--- config.mk ---
export PLATFORM = sky130hd
export DESIGN_NAME = ring_osc_sweep_ctrl
export DESIGN_NICKNAME = d
export VERILOG_FILES = /design/src/rtl/ring_osc_sweep_ctrl.sv
export SDC_FILE = /design/constraint.sdc
export NUM_CORES = 1
export LEC_CHECK = 0
export ABC_CLOCK_PERIOD_IN_PS = 2980
export BUFFER_PORTS_ARGS = -buffer_cell sky130_fd_sc_hd__buf_2
export CAP_MARGIN = 10
export CORE_MARGIN = 5
export CORE_UTILIZATION = 38
export DETAILED_ROUTE_END_ITERATION = 12
export GPL_TIMING_DRIVEN = 0
export SYNTH_ARGS = -nofsm -noshare
export SYNTH_HDL_FRONTEND = slang
export SYNTH_SLANG_ARGS = --single-unit
export TNS_END_PERCENT = 1
--- constraint.sdc ---
create_clock -name clk -period 2.98 [get_ports clk]
set_clock_uncertainty 0.1 [all_clocks]
set_input_delay 0.447 -clock clk [delete_from_list [all_inputs] [get_ports clk]]
set_output_delay 0.447 -clock clk [all_outputs]
set_load 0.02 [all_outputs]
--- src/rtl/ring_osc_sweep_ctrl.sv ---
// Ring-oscillator frequency sweep controller: enables the ring, lets it settle,
// counts synchronized osc_in rising edges over a fixed gate window per tap.
module ring_osc_sweep_ctrl #(
  parameter int SETTLE_CYCLES = 8,
  parameter int GATE_CYCLES   = 256,
  parameter int CNT_W         = 12
) (
  input  logic             clk,
  input  logic             rst_n,
  input  logic             start,
  input  logic             abort,
  input  logic             sweep,
  input  logic [2:0]       tap_sel,
  input  logic             osc_in,
  output logic             osc_en,
  output logic [2:0]       tap,
  output logic             busy,
  output logic [CNT_W-1:0] result,
  output logic [2:0]       result_tap,
  output logic             result_valid,
  output logic             overflow,
  output logic             done
);

  localparam logic [1:0] IDLE    = 2'd0;
  localparam logic [1:0] SETTLE  = 2'd1;
  localparam logic [1:0] MEASURE = 2'd2;
  localparam logic [1:0] REPORT  = 2'd3;

  localparam int MAX_CYC = (SETTLE_CYCLES > GATE_CYCLES) ? SETTLE_CYCLES : GATE_CYCLES;
  localparam int CYC_W   = $clog2(MAX_CYC + 1);
  localparam logic [CYC_W-1:0] SETTLE_LAST = CYC_W'(SETTLE_CYCLES - 1);
  localparam logic [CYC_W-1:0] GATE_LAST   = CYC_W'(GATE_CYCLES - 1);
  localparam logic [CNT_W-1:0] CNT_MAX     = '1;

  logic [1:0]       state;
  logic [CYC_W-1:0] cyc;
  logic [CNT_W-1:0] cnt;
  logic             ovf;
  logic             sweep_q;
  logic             sync1, sync2, sync3;
  logic             rise;

  // osc_in is asynchronous: two flops for metastability, a third for edge detect
  always_ff @(posedge clk or negedge rst_n) begin
    if (!rst_n) begin
      sync1 <= 1'b0;
      sync2 <= 1'b0;
      sync3 <= 1'b0;
    end else begin
      sync1 <= osc_in;
      sync2 <= sync1;
      sync3 <= sync2;
    end
  end

  assign rise   = sync2 & ~sync3;
  assign osc_en = (state == SETTLE) || (state == MEASURE);
  assign busy   = (state != IDLE);

  always_ff @(posedge clk or negedge rst_n) begin
    if (!rst_n) begin
      state        <= IDLE;
      cyc          <= '0;
      cnt          <= '0;
      ovf          <= 1'b0;
      sweep_q      <= 1'b0;
      tap          <= 3'd0;
      result       <= '0;
      result_tap   <= 3'd0;
      result_valid <= 1'b0;
      overflow     <= 1'b0;
      done         <= 1'b0;
    end else begin
      result_valid <= 1'b0;
      done         <= 1'b0;
      case (state)
        IDLE: begin
          if (start && !abort) begin
            sweep_q <= sweep;
            tap     <= sweep ? 3'd0 : tap_sel;
            cyc     <= '0;
            state   <= SETTLE;
          end
        end
        SETTLE: begin
          if (abort) begin
            state <= IDLE;
          end else begin
            cnt <= '0;
            ovf <= 1'b0;
            if (cyc == SETTLE_LAST) begin
              cyc   <= '0;
              state <= MEASURE;
            end else begin
              cyc <= cyc + 1'b1;
            end
          end
        end
        MEASURE: begin
          if (abort) begin
            state <= IDLE;
          end else begin
            // Saturate rather than wrap so a too-fast ring is flagged, not aliased
            if (rise) begin
              if (cnt == CNT_MAX) ovf <= 1'b1;
              else                cnt <= cnt + 1'b1;
            end
            if (cyc == GATE_LAST) begin
              cyc   <= '0;
              state <= REPORT;
            end else begin
              cyc <= cyc + 1'b1;
            end
          end
        end
        default: begin
          // REPORT publishes even when aborted; abort only stops further taps
          result       <= cnt;
          result_tap   <= tap;
          overflow     <= ovf;
          result_valid <= 1'b1;
          if (!abort && sweep_q && (tap != 3'd7)) begin
            tap   <= tap + 3'd1;
            cyc   <= '0;
            state <= SETTLE;
          end else begin
            done  <= 1'b1;
            state <= IDLE;
          end
        end
      endcase
    end
  end

endmodule

==> results.md <==
- Post-CTS setup buffer count: 0
- Yosys reg bits: 49
- Io pins: 32
- Via count: 1818
- Critical path's top delay family: simple AND/OR/NAND/NOR gates
- Routed wire length per instance: 14.2 µm
- Maximum number of pins on one net before global-route repair: 50
- Drt first pass iters: 5
- Post-DRT Antenna Nets: 0
- CP Cell Sequence: ha_1 -> and3_1 -> and3_1 -> nand3_1 -> inv_1 -> ha_1 -> nor2b_1 -> nor2_1 -> o21ai_1 -> mux2_2
- Share of layout cells above drive strength 1: 29.6%
- Crit. End Element: flip-flop
- Gr usage total: 12.7%
- Slowest stage delay, CP: 440 ps
- # clock sinks: 49
- Unique masters post-synth: 52
- Hold Slack: 150 ps
- Unrepaired setup endpoints after global routing: no
- Initial Utilization: 39.5%
- Vias in the first global route: 1850
- Routed wire length: 4990 µm
- Row Count: 29
- Critical Path RT: 3070 ps
- Post-layout util: 45.3%
- Final cell count without fillers: 351
- Dominant synthesized flop cell: dfrtp_1
- Startpoint Class: flip-flop
- Dpl cells: 343
- Synthesis-to-layout area growth: 14.6%
- Post-route cell area: 2930 µm²
- CP Class: reg -> reg
- Post-synth top area cell: dfrtp_1
- Max cap viols: 0
- Filler instances: 601
- Global-route wire length before repair: 8740 µm
- GPL Wtd Cong: 0.814
- Cts hold-fix bufs: 0
- Peak supply drop: 0.621 mV
- First-iteration detailed-routing DRC count: 99
- Post-synth EDFFs: 0
- CTS clk-pin slew, worst paths: 90 ps
- Status: finished clean
- Fmax: 378 MHz
- Relative slew margins: 29.1%
- Avg Inst Size Synth: 10.9 µm²
- Warnings, synthesis: 0
- Seq/Total Area, Yosys: 48.0%
- Cells after synthesis: 235
- Placed Area: 2810 µm²
- Synth async-reset ratio: 100%
- HP Class: in -> reg
- WP buf/inv: 1
- Pwr dens: 803 nW/µm²
- Die Width: 92.0 µm
- Input/output buffers: 31
- Initial antenna violation count: 0
- Most numerous cell in the Yosys netlist: dfrtp_1
- Clock buffer depth: 2
- Final-report max-slew violation count: 0
- DP HPWL: 3570 µm
- Tmin final: 2640 ps
- Mapped Area: 2550 µm²
- Critical Path Slowest Stage Cell: dfrtp_1
- TritonCTS clock tree: done
- Yosys top cell area share: 48.0%
- Setup TNS: 0 ps
- Static Leak: 1.41 nW
- Total global routing overflow: 0
- Post-CTS resize count: 0
- Drt via density: 5.18
- Crit-path max FO: 5
- DRC Markers: 0
- Post-route clock period utilization: 88.7%
- CTS Buf Count: 5
- Nets: 292
- H-tree levels: 2
- # setup viols final: 0
- Synth area leaders: dfrtp_1 48%, mux2_2 7.5%, ha_1 4.9%
- Worst-Margin Slew: 1060 ps
- Core area: 6460 µm²
- Die Area: 8460 µm²
- Final Hold Viols: 0
- Top post-synthesis cells by count: 49 x dfrtp_1, 17 x mux2_2, 16 x nor2_1
- Critical path arrival: 2740 ps
- Chip Height: 92.0 µm
- # diodes: 0
- Root Buffer: clkbuf_8
- Mapped Nets: 254
- Worst-Skew Late Latency: 300 ps
-- layout by cell type (no fill, tap or decap), types with 2 or more instances in the layout --
| master | synthesis | routed |
|---|---|---|
| a21o_1 | 4 | 4 |
| a21oi_1 | 11 | 11 |
| a31oi_1 | 2 | 2 |
| a41oi_1 | 2 | 2 |
| and3_1 | 3 | 3 |
| and3_4 | 2 | 2 |
| and4_1 | 2 | 2 |
| buf_2 | 3 | 34 |
| buf_6 | 3 | 3 |
| clkbuf_1 | 3 | 3 |
| clkbuf_8 | 0 | 6 |
| dfrtp_1 | 49 | 49 |
| ha_1 | 10 | 10 |
| inv_1 | 14 | 14 |
| mux2_2 | 17 | 17 |
| mux2i_1 | 2 | 2 |
| nand2_1 | 15 | 15 |
| nand2b_1 | 2 | 2 |
| nand3_1 | 8 | 8 |
| nand4_1 | 3 | 3 |
| nor2_1 | 16 | 16 |
| nor2b_1 | 4 | 4 |
| nor3_1 | 3 | 3 |
| nor3_2 | 2 | 2 |
| nor3b_1 | 3 | 3 |
| o211ai_1 | 3 | 3 |
| o21ai_0 | 11 | 11 |
| o21ai_1 | 5 | 5 |
| or2_2 | 3 | 3 |
| or3_1 | 5 | 5 |
| xnor2_1 | 3 | 3 |
-- area by class of cell --
type | instances | area [µm²] | area share, %
sequential | 49 | 1230 | 41.9
multi-input combinational | 162 | 1210 | 41.3
timing repair buffer | 31 | 155 | 5.30
tap | 77 | 96.3 | 3.29
clock buffer | 6 | 82.6 | 2.82
buffer | 10 | 67.6 | 2.31
inverter | 14 | 52.6 | 1.80
clock inverter | 2 | 37.5 | 1.28
-- flip-flops by register name, indices dropped and copies added, names as in the netlist, 2 cells and up --
name	count
tap	3
result_tap	3
result	12
state	2
cyc	9
cnt	12
-- through the flow --
stage / power [W] / worst slack, ps
2_1_floorplan: 0.00160 / 621
3_3_place_gp: 0.00185 / 401
3_5_place_dp: 0.00187 / 357
4_1_cts: 0.00238 / 335
5_1_grt: 0.00253 / 199
6_report: 0.00235 / 336
-- final timing paths --
kind                       startpoint        to  slack, ps  cells past startpoint
setup / recovery               cyc[0]  state[0]        340                     10
hold / removal                 osc_in     sync1        150                      1
setup reg to reg               cyc[0]  state[0]        340                     10
hold reg to reg                 sync1     sync2        250                      0
max in group asynchronous       rst_n    cyc[7]       1900                      1
min in group asynchronous       rst_n      done        240                      1
-- routing by layer --
layer	GRT usage [%]	part of all wire (%)
met5	0	0
met4	4.95	1.5
met3	3.19	3.9
met2	19.5	45
met1	17.1	49
-- logic make-up after synthesis --
| logic type | synth area share [%] |
|---|---|
| adders and majority gates | 4.90 |
| AOI/OAI and AO/OA | 14.2 |
| DFF | 48.0 |
| buffers and inverters | 4.70 |
| muxes | 8.72 |
| and+or+nand+nor | 18.5 |
| xor gates and xnor gates | 1.03 |
-- power by group --
part | total (W) | internal [W] | switching (W)
Clock | 0.000503 | 0.000273 | 0.000230
Combinational | 0.000973 | 0.000381 | 0.000592
Sequential | 0.000873 | 0.000777 | 0.0000956
No activity file was read; power rests on OpenSTA's default activity.
